File: config.mk
export PLATFORM = sky130hd
export DESIGN_NAME = instr_sequencer
export DESIGN_NICKNAME = d
export VERILOG_FILES = /design/src/rtl/isa_defs_pkg.sv /design/src/rtl/wait_timer.sv /design/src/rtl/instr_sequencer.sv
export SDC_FILE = /design/constraint.sdc
export NUM_CORES = 1
export LEC_CHECK = 0
export CAP_MARGIN = 5
export CORE_ASPECT_RATIO = 1.25
export CORE_MARGIN = 1
export CORE_UTILIZATION = 40
export CTS_BUF_LIST = sky130_fd_sc_hd__clkbuf_4 sky130_fd_sc_hd__clkbuf_8
export DETAILED_ROUTE_END_ITERATION = 10
export DONT_BUFFER_PORTS = 1
export HOLD_SLACK_MARGIN = 0.15
export SETUP_SLACK_MARGIN = 0.02
export SYNTH_ARGS = -nofsm -noshare
export SYNTH_HDL_FRONTEND = slang
export SYNTH_SLANG_ARGS = --single-unit
export TNS_END_PERCENT = 30
File: constraint.sdc
create_clock -name clk -period 1.7 [get_ports clk]
set_clock_uncertainty 0.05 [all_clocks]
set_input_delay 0.255 -clock clk [delete_from_list [all_inputs] [get_ports clk]]
set_output_delay 0.255 -clock clk [all_outputs]
set_load 0.005 [all_outputs]
File: src/rtl/isa_defs_pkg.sv
// Shared definitions for the instruction sequencer: FSM state encoding,
// default wait-state timeout and a small state classification helper.
package isa_defs_pkg;

    // Default number of consecutive cycles allowed in a wait state.
    localparam int WAIT_LIMIT_DEFAULT = 16;

    typedef enum logic [2:0] {
        IDLE       = 3'd0,
        FETCH      = 3'd1,
        FETCH_WAIT = 3'd2,
        EXEC       = 3'd3,
        MEM        = 3'd4,
        WB         = 3'd5,
        ERR        = 3'd6
    } seq_state_e;

    // States in which the sequencer waits on an external handshake and
    // is therefore guarded by the wait timer.
    function automatic logic is_wait_state(input seq_state_e s);
        return (s == FETCH) || (s == FETCH_WAIT) || (s == MEM);
    endfunction

endpackage

File: src/rtl/wait_timer.sv
// Wait-state timer: counts cycles spent in a handshake wait state and flags
// the cycle that is the LIMIT-th consecutive one, so a handshake arriving in
// that same cycle can still be honoured by the caller.
module wait_timer
    import isa_defs_pkg::*;
#(
    parameter int LIMIT = WAIT_LIMIT_DEFAULT
) (
    input  logic clk,
    input  logic rst_n,
    input  logic i_clear,
    input  logic i_enable,
    output logic o_limit
);

    localparam int CW = (LIMIT > 1) ? $clog2(LIMIT) : 1;

    logic [CW-1:0] r_count;

    // r_count = cycles already completed in the current wait state; it
    // saturates at LIMIT-1 so it never wraps while the caller errors out.
    always_ff @(posedge clk or negedge rst_n) begin
        if (!rst_n) begin
            r_count <= '0;
        end else if (i_clear) begin
            r_count <= '0;
        end else if (i_enable && !o_limit) begin
            r_count <= r_count + 1'b1;
        end
    end

    assign o_limit = (r_count == CW'(LIMIT - 1));

endmodule

File: src/rtl/instr_sequencer.sv
// Multi-cycle instruction sequencer: fetches an instruction over a
// req/gnt/rvalid port, holds it for the decoder, performs an optional data
// memory access, then strobes PC advance and register writeback. Every
// handshake wait is bounded by a wait timer; a timeout parks the FSM in ERR
// until reset.
module instr_sequencer
    import isa_defs_pkg::*;
#(
    parameter int WAIT_LIMIT = WAIT_LIMIT_DEFAULT
) (
    input  logic        clk,
    input  logic        rst_n,
    input  logic        start,
    input  logic        halt_req,
    output logic        imem_req,
    input  logic        imem_gnt,
    input  logic        imem_rvalid,
    input  logic [31:0] imem_rdata,
    output logic [31:0] instr,
    input  logic        dec_mem_read,
    input  logic        dec_mem_write,
    input  logic        dec_reg_write_en,
    output logic        dmem_req,
    output logic        dmem_we,
    input  logic        dmem_ready,
    output logic        pc_en,
    output logic        rf_we,
    output logic        busy,
    output logic        err,
    output logic [31:0] instr_count
);

    seq_state_e  r_state;
    seq_state_e  w_state_next;
    logic [31:0] r_instr;
    logic [31:0] r_instr_count;
    logic        w_capture;
    logic        w_timer_clear;
    logic        w_timer_en;
    logic        w_timer_limit;

    // The timer restarts whenever a wait state is freshly entered and runs
    // for as long as the FSM remains in one.
    assign w_timer_clear = (w_state_next != r_state) && is_wait_state(w_state_next);
    assign w_timer_en    = is_wait_state(r_state);

    wait_timer #(
        .LIMIT (WAIT_LIMIT)
    ) u_wait_timer (
        .clk      (clk),
        .rst_n    (rst_n),
        .i_clear  (w_timer_clear),
        .i_enable (w_timer_en),
        .o_limit  (w_timer_limit)
    );

    // State register.
    always_ff @(posedge clk or negedge rst_n) begin
        if (!rst_n) begin
            r_state <= IDLE;
        end else begin
            r_state <= w_state_next;
        end
    end

    // Next-state and Moore/Mealy outputs; a handshake is tested before the
    // timeout so one arriving in the limit cycle still wins.
    always_comb begin
        w_state_next = r_state;
        w_capture    = 1'b0;
        imem_req     = 1'b0;
        dmem_req     = 1'b0;
        dmem_we      = 1'b0;
        pc_en        = 1'b0;
        rf_we        = 1'b0;
        case (r_state)
            IDLE: begin
                if (start) begin
                    w_state_next = FETCH;
                end
            end
            FETCH: begin
                imem_req = 1'b1;
                if (imem_gnt) begin
                    w_state_next = FETCH_WAIT;
                end else if (w_timer_limit) begin
                    w_state_next = ERR;
                end
            end
            FETCH_WAIT: begin
                if (imem_rvalid) begin
                    w_capture    = 1'b1;
                    w_state_next = EXEC;
                end else if (w_timer_limit) begin
                    w_state_next = ERR;
                end
            end
            EXEC: begin
                if (dec_mem_read || dec_mem_write) begin
                    w_state_next = MEM;
                end else begin
                    w_state_next = WB;
                end
            end
            MEM: begin
                dmem_req = 1'b1;
                dmem_we  = dec_mem_write;
                if (dmem_ready) begin
                    w_state_next = WB;
                end else if (w_timer_limit) begin
                    w_state_next = ERR;
                end
            end
            WB: begin
                pc_en = 1'b1;
                rf_we = dec_reg_write_en;
                if (halt_req) begin
                    w_state_next = IDLE;
                end else begin
                    w_state_next = FETCH;
                end
            end
            ERR: begin
                w_state_next = ERR;
            end
            default: begin
                w_state_next = IDLE;
            end
        endcase
    end

    // Instruction latch: only the fetch-data capture may change it.
    always_ff @(posedge clk or negedge rst_n) begin
        if (!rst_n) begin
            r_instr <= '0;
        end else if (w_capture) begin
            r_instr <= imem_rdata;
        end
    end

    // Retired-instruction counter, advanced once per writeback; wraps freely.
    always_ff @(posedge clk or negedge rst_n) begin
        if (!rst_n) begin
            r_instr_count <= '0;
        end else if (r_state == WB) begin
            r_instr_count <= r_instr_count + 32'd1;
        end
    end

    assign instr       = r_instr;
    assign instr_count = r_instr_count;
    assign busy        = (r_state != IDLE);
    assign err         = (r_state == ERR);

endmodule

==> results of run 1 <==
stage by stage:
step                 TNS, ns  utilization
floorplan           -0.07888            -
global placement      -3.298       0.4716
detailed placement    -4.558       0.4716
CTS                  -0.5771       0.5548
global route          -4.575       0.5694
finish                -2.273       0.5694
final timing paths:
path / startpoint / end / slack (ns) / cells after the start
setup / recovery: u_wait_timer.r_count[0] / u_wait_timer.r_count[2] / -0.11 / 8
hold / removal: rst_n / instr_count[21] / -0.45 / 0
setup reg to reg: u_wait_timer.r_count[0] / u_wait_timer.r_count[2] / -0.11 / 8
hold reg to reg: instr_count[31] / instr_count[31] / 0.46 / 1
max in group asynchronous: rst_n / r_state[1] / 1.92 / 0
min in group clk: imem_rvalid / r_state[0] / 0.25 / 3
final cells by class:
cell class	count	area, um2	area share
inverter	2	7.507	0.001771
sequential	71	1778	0.4194
tap	92	115.1	0.02715
clock buffer	10	131.4	0.03099
multi-input combinational	165	1430	0.3374
timing repair buffer	80	706.9	0.1668
clock inverter	6	70.07	0.01653
critical path: stages (launching register included):
cell      delay [ns]
dfrtp_1         0.39
ha_4            0.17
nand3_2         0.13
nor4b_2         0.30
nor4_2          0.08
inv_1           0.10
o22ai_1         0.07
o221a_2         0.28
a211oi_2        0.15
timing repair:
item | 4_1_cts | 5_1_grt
gates resized for setup | 22 | 16
buffers inserted | 2 | 4
endpoints found under the setup margin | 56 | 55
pin swaps | 8 | 8
hold endpoints to repair | 103 | 71
cloned | 0 | 2
placed cells by master (no fill, tap or decap), types with 2 or more instances in the layout:
cell,count
buf_6,5
dfrtp_1,70
nand3_1,11
buf_4,40
nor2_4,4
and4_4,2
and3b_2,2
nor3b_4,3
nor2b_1,2
dlygate4sd3_1,32
xor2_1,10
nor2_1,5
inv_1,2
clkinvlp_4,3
xnor2_1,22
and2_1,3
and4_1,3
nand4_1,6
mux2_2,32
nor3_2,2
nor2_2,3
and3_1,5
a21oi_1,2
nand2_1,15
clkbuf_8,9
buf_2,2
nand2b_1,4
nand3_2,3
kinds of logic (layout without fill, tap and decap cells):
group                    Yosys count  count (layout)
XOR/XNOR                          32              32
buffers and inverters             11              98
AO/OA/AOI/OAI                     12              12
flip-flops                        71              71
multiplexers                      34              34
adder cells (fa/ha/maj)            2               2
AND/OR/NAND/NOR                   85              85
power by group through the flow:
| stage | sequential (mW) | combinational [mW] | clock, mW |
|---|---|---|---|
| floorplan | 2.52 | 0.995 | 0 |
| global placement | 2.57 | 1.41 | 0 |
| detailed placement | 2.59 | 1.46 | 0 |
| CTS | 2.57 | 1.61 | 1.40 |
| global route | 2.65 | 1.90 | 1.47 |
| finish | 2.59 | 1.75 | 1.35 |
registers in the layout (all words and copies together) (netlist names):
signal and flops:
instr_count 32, u_wait_timer.r_count 4, r_state 3, instr 32
metal layers:
metal,GRT usage,vias to the layer above
li1,-,1028
met4,0.08242,0
met3,0.04887,16
met5,0,-
met1,0.1971,1105
met2,0.3129,71
==> results.md, run 1 <==
- Failing checks: hold timing, setup timing
- Register area share after synthesis: 0.5723
- Ys Warns: 0
- Compound-cell area share of the yosys netlist: 0.02862
- Final setup vio count: 38
- Power Internal: 3.909 mW
- Worst hold-check path type: primary input to async pin
- Worst-path maximum fanout: 4
- Leakage: around 1.9 nW
- Switching power: roughly 1.8 mW
- Core Area: 0.007445 mm2
- CTS clk-pin slew, worst paths: ~0.090 ns
- Final worst slack: -0.1084 ns
- Mapped Area: 0.003104 mm2
- Fin crit period: 1.808 ns
- Synth area leaders: dfrtp_1 57%, mux2_2 12%, xnor2_1 6.2%
- Post-synth EDFFs: 0
- Cell taking the most area after synthesis: dfrtp_1
- Slew Viols, Final: 0
- Vias post-DR: 2220
- XOR/XNOR Fraction of Synth Area: 0.09029
- Num ports: 113
- Largest family of logic cells by synthesized area: simple AND/OR/NAND/NOR gates
- Worst-Skew Late Latency: around 0.35 ns
- Logic pwr share: 0.308
- FILL cells: 602
- Post-DP Area: roughly 0.0035 mm2
- Synth-to-Final Area Change: 36.56%
- Layout Nets: 373
- Clock root cell: clkbuf_8
- Clock Power Share: 0.238
- Simple-gate share of the synthesized area: 0.1600
- Dpl cells: 370
- Data arrival, critical path: 2.01 ns
- Post-Layout Cell Count: 426
- Number of max-cap violations: 0
- H-Tree Depth: 3
- Post-Synth Adder-Cell Area: 0.008061
- Fmax: between 500 and 600 MHz
- Remaining DRCs: 0
- Final total power: 5.694 mW
- Post-CTS Hold Buffers: 32
- Flop pwr share: 0.454
- Post-DP HPWL: approximately 4500 um
- Clock Tree Buf Depth: 2
- Share of Yosys cell area claimed by the top area cell type: 0.5723
- Crit start category: register
- Hold slack: -0.4470 ns
- Uppermost layer routed: met4
- Via/cell ratio: 5.211
- Tcrit/Tclk final: 1.064
- Mapped Nets: 291
- First-pass GRT wire length: 10950 um
- DR pass1 iterations: 4
- WP data required: 1.90 ns
- Post-synthesis mux area share: 0.1229
- Crit end category: register
- Synth unique cells: 43
- Ys flop type: dfrtp_1
- Die Wd: 80.80 um
- Antenna fix cells: 0
- TritonCTS clock tree: done
- Pwr dens: 1343 mW/mm2
- Die Y: 100.5 um
- Routed wire length: 6850 um
- WL per Instance: 16.08 um
- RSZ-0062 raised after global routing: yes
- Final instance area: about 0.0042 mm2
- Slew headroom: 0.8138
- Iter 0 DRT Violations: 82
- Die area: 0.008119 mm2
- Syn Inst Count: roughly 250
- Routed Antenna Nets: 0
- Pin count of the biggest net entering global routing: between 70 and 80
- Top cells by count, synth: 71 x dfrtp_1, 32 x mux2_2, 22 x xnor2_1
- Initial antenna violation count: 0
- Initial Util: 0.4170
- Fraction of layout cells with a size suffix above 1: 0.3922
- Cts bufs inserted: 9
- Clock sink total: 71
- Worst slew pin tran: 0.2770 ns
- Crit Path Class: register to register
- IO Port Bufs: 0
- Total Routing Usage GR: 0.1781
- VDD IR max: 0.8913 mV
- Setup WS pre-CTS: -0.1873 ns
- RD Place Congestion: 0.8256
- Metal2 WL: ~3700 um
- Metal3 WL: 380 um
- Avg Inst Size Synth: 12.57 um2
- Vias in the first global route: 2286
- Top-count cell post-synth: dfrtp_1
- Grt ovf: 0
- Async SR Flop Fraction: 1.000
- Run status: complete, but fails checks
- Register bit total from synthesis: 71
- Switching Share: 0.3134
- Final Hold Vio Count: 71
- # rows: 35
- Post-route met1 wirelength: 2637 um
Note: power is estimated with default switching activity, not from simulation.
==> run 2: changes to the inputs <==
==> constraint.sdc (replaced) <==
create_clock -name clk -period 1.87 [get_ports clk]
set_clock_uncertainty 0.05 [all_clocks]
set_input_delay 0.2805 -clock clk [delete_from_list [all_inputs] [get_ports clk]]
set_output_delay 0.2805 -clock clk [all_outputs]
set_load 0.005 [all_outputs]
==> run 2 against run 1 <==
The flow finishes with violations (hold timing). Register-to-register slack improved by 0.18 ns. Flip-flop and latch count unchanged. Wire length decreased by 9.0%. Sequential share of layout area increased by 2.7 points. Combinational power decreased by 24%. First-iteration DRC count decreased by 28%. Sequential power decreased by 9.7%.
==> results.md, run 2 (same netlist as run 1, synthesis figures left out) <==
- Die Wd: 80.80 um (unchanged)
- Post-route met1 wirelength: 2537 um (-3.8%)
- Fraction of layout cells with a size suffix above 1: 0.3067 (-0.08551)
- Data arrival, critical path: 2.00 ns (about the same)
- Fmax: 554.5 MHz (+0.28%)
- Routed Antenna Nets: 0 (unchanged)
- IO Port Bufs: 0 (unchanged)
- RR Endpoint: u_wait_timer.r_count[2]
- Flop pwr share: 0.496 (+0.042)
- Hold slack: -0.4205 ns (+0.02650 ns)
- Buf/Inv on CP: 0 (-1)
- VDD IR max: 0.7035 mV (-21%)
- Leakage: 1.771 nW (-7.1%)
- Final total power: 4.721 mW (-17%)
- Vias post-DR: 2094 (-5.7%)
- Worst-path maximum fanout: 4 (unchanged)
- Critical Path End: u_wait_timer.r_count[2]
- Initial antenna violation count: 0 (unchanged)
- Post-CTS Hold Buffers: 33 (+3.1%)
- Run status: complete, but fails checks
- Logic pwr share: 0.281 (-0.027)
- Via/cell ratio: 5.170 (-0.78%)
- DR pass1 iterations: 5 (+1)
- Remaining DRCs: 0 (unchanged)
- Iter 0 DRT Violations: 59 (-28%)
- Crit Path Class: register to register
- Crit end category: register
- Slew headroom: 0.8278 (+0.01401)
- Setup WS pre-CTS: -0.08305 ns (+0.1042 ns)
- Clock sink total: 71 (unchanged)
- Slowest stage delay, CP: 0.41 ns (+0.02 ns)
- Layout Nets: 352 (-5.6%)
- RSZ-0062 raised after global routing: yes
- Most frequent cells in the layout: 70 x dfrtp_1, 33 x dlygate4sd3_1, 32 x mux2_2, 24 x buf_4, 22 x xnor2_1
- Fin crit period: 1.803 ns (-0.005057 ns)
- Switching Share: 0.3134 (about the same)
- Die Y: 100.5 um (unchanged)
- Total Routing Usage GR: 0.1613 (-0.01675)
- WL per Instance: 15.40 um (-4.3%)
- WP data required: 2.07 ns (+0.17 ns)
- Worst slew pin tran: 0.2561 ns (-0.02084 ns)
- Uppermost layer routed: met4
- Switching power: 1.480 mW (-17%)
- # rows: 35 (unchanged)
- Number of max-cap violations: 0 (unchanged)
- TritonCTS clock tree: done
- Crit path from: u_wait_timer.r_count[1]
- Pwr dens: 1184 mW/mm2 (-12%)
- Critical path's slowest cell: dfrtp_1
- Slew Viols, Final: 0 (unchanged)
- Power Internal: 3.241 mW (-17%)
- Metal2 WL: 3172 um (-14%)
- Number of cells on the worst reg-to-reg path: 7 (-1)
- Clock Tree Buf Depth: 2 (unchanged)
- Routed wire length: 6235 um (-9.0%)
- Commonest non-fill, non-tap cell in the layout: dfrtp_1
- Num ports: 113 (unchanged)
- Failing checks: hold timing
- Crit start category: register
- Die area: 0.008119 mm2 (unchanged)
- Final core utilization: 0.5355 (-0.03395)
- Tcrit/Tclk final: 0.9644 (-0.09941)
- Metal3 WL: 383 um (+0.79%)
- RR Startpoint: u_wait_timer.r_count[1]
- Worst hold-check path type: primary input to async pin
- H-Tree Depth: 3 (unchanged)
- Final setup vio count: 0 (-100%)
- Vias in the first global route: 2109 (-7.7%)
- Final Hold Vio Count: 71 (unchanged)
- Cts bufs inserted: 9 (unchanged)
- Critical path depth: 7 (-1)
- Initial Util: 0.4170 (unchanged)
- Post-DP HPWL: 4229 um (-5.9%)
- Clock Power Share: 0.223 (-0.015)
- Synth-to-Final Area Change: 28.42%
- Core Area: 0.007445 mm2 (unchanged)
- Worst path cell trace: ha_4, and3_4, o21ai_1, nor3b_4, o22ai_1, o221a_2, a211oi_2
- Pin count of the biggest net entering global routing: 72 (unchanged)
- Grt ovf: 0 (unchanged)
- First-pass GRT wire length: 9922 um (-9.4%)
- CTS clk-pin slew, worst paths: 0.08 ns (about the same)
- Final worst slack: 0.06662 ns (+0.1751 ns)
- FF-to-FF setup slack: 0.07 ns (+0.18 ns)
- Antenna fix cells: 0 (unchanged)
- Worst-Skew Late Latency: 0.34 ns (about the same)
- Clock root cell: clkbuf_8
- RD Place Congestion: 0.8166 (-1.1%)
- CP top delay family: compound AO/OA/AOI/OAI gates
[run 2: final cells by class]
class	count	area, um2
clock inverter	7	47.55
inverter	2	7.507
sequential	71	1778
fill	645	3458
clock buffer	9	123.9
multi-input combinational	165	1364
timing repair buffer	59	550.5
tap	92	115.1
[run 2: per-layer routing]
metal	global-route usage	up-vias
met5	0	-
met4	0.08104	0
met3	0.04887	11
met2	0.2581	74
met1	0.1954	1025
li1	-	984
[run 2: worst register-to-register path: cells and delay by family, from the launching register on]
kind / cells / cell delay (ns)
adders and majority gates: 1 / 0.19
AOI/OAI and AO/OA: 4 / 0.65
DFF: 1 / 0.41
and+or+nand+nor: 2 / 0.42
[run 2: worst min-delay path by stage]
stage                     startpoint               to  slack (ns)
after floorplan                rst_n         instr[0]       -0.07
after global placement         rst_n  instr_count[19]       -0.06
after detailed placement       rst_n  instr_count[20]       -0.06
after CTS                      rst_n  instr_count[20]       -0.45
after global routing           rst_n  instr_count[20]       -0.46
final                          rst_n  instr_count[20]       -0.42
[run 2: power groups by stage]
stage	Combinational, mW	Clock, mW	Sequential (mW)
final	1.33	1.05	2.34
after global routing	1.46	1.17	2.41
after CTS	1.32	1.11	2.34
after detailed placement	1.21	0	2.37
after global placement	1.19	0	2.35
after floorplan	0.883	0	2.28
[run 2: timing repair]
action	CTS	global route
gates cloned	0	0
hold endpoints to repair	104	71
endpoints found under the setup margin	4	16
gates resized for setup	9	10
pin swaps	2	5
setup buffers	1	0
[run 2: stage by stage]
stage	instances	setup TNS [ns]	cell area, um2
floorplan	247	0	3104
global placement	355	-0.007757	3385
detailed placement	355	-0.2103	3385
CTS	405	0	3940
global route	405	-0.02664	3986
finish	405	0	3986
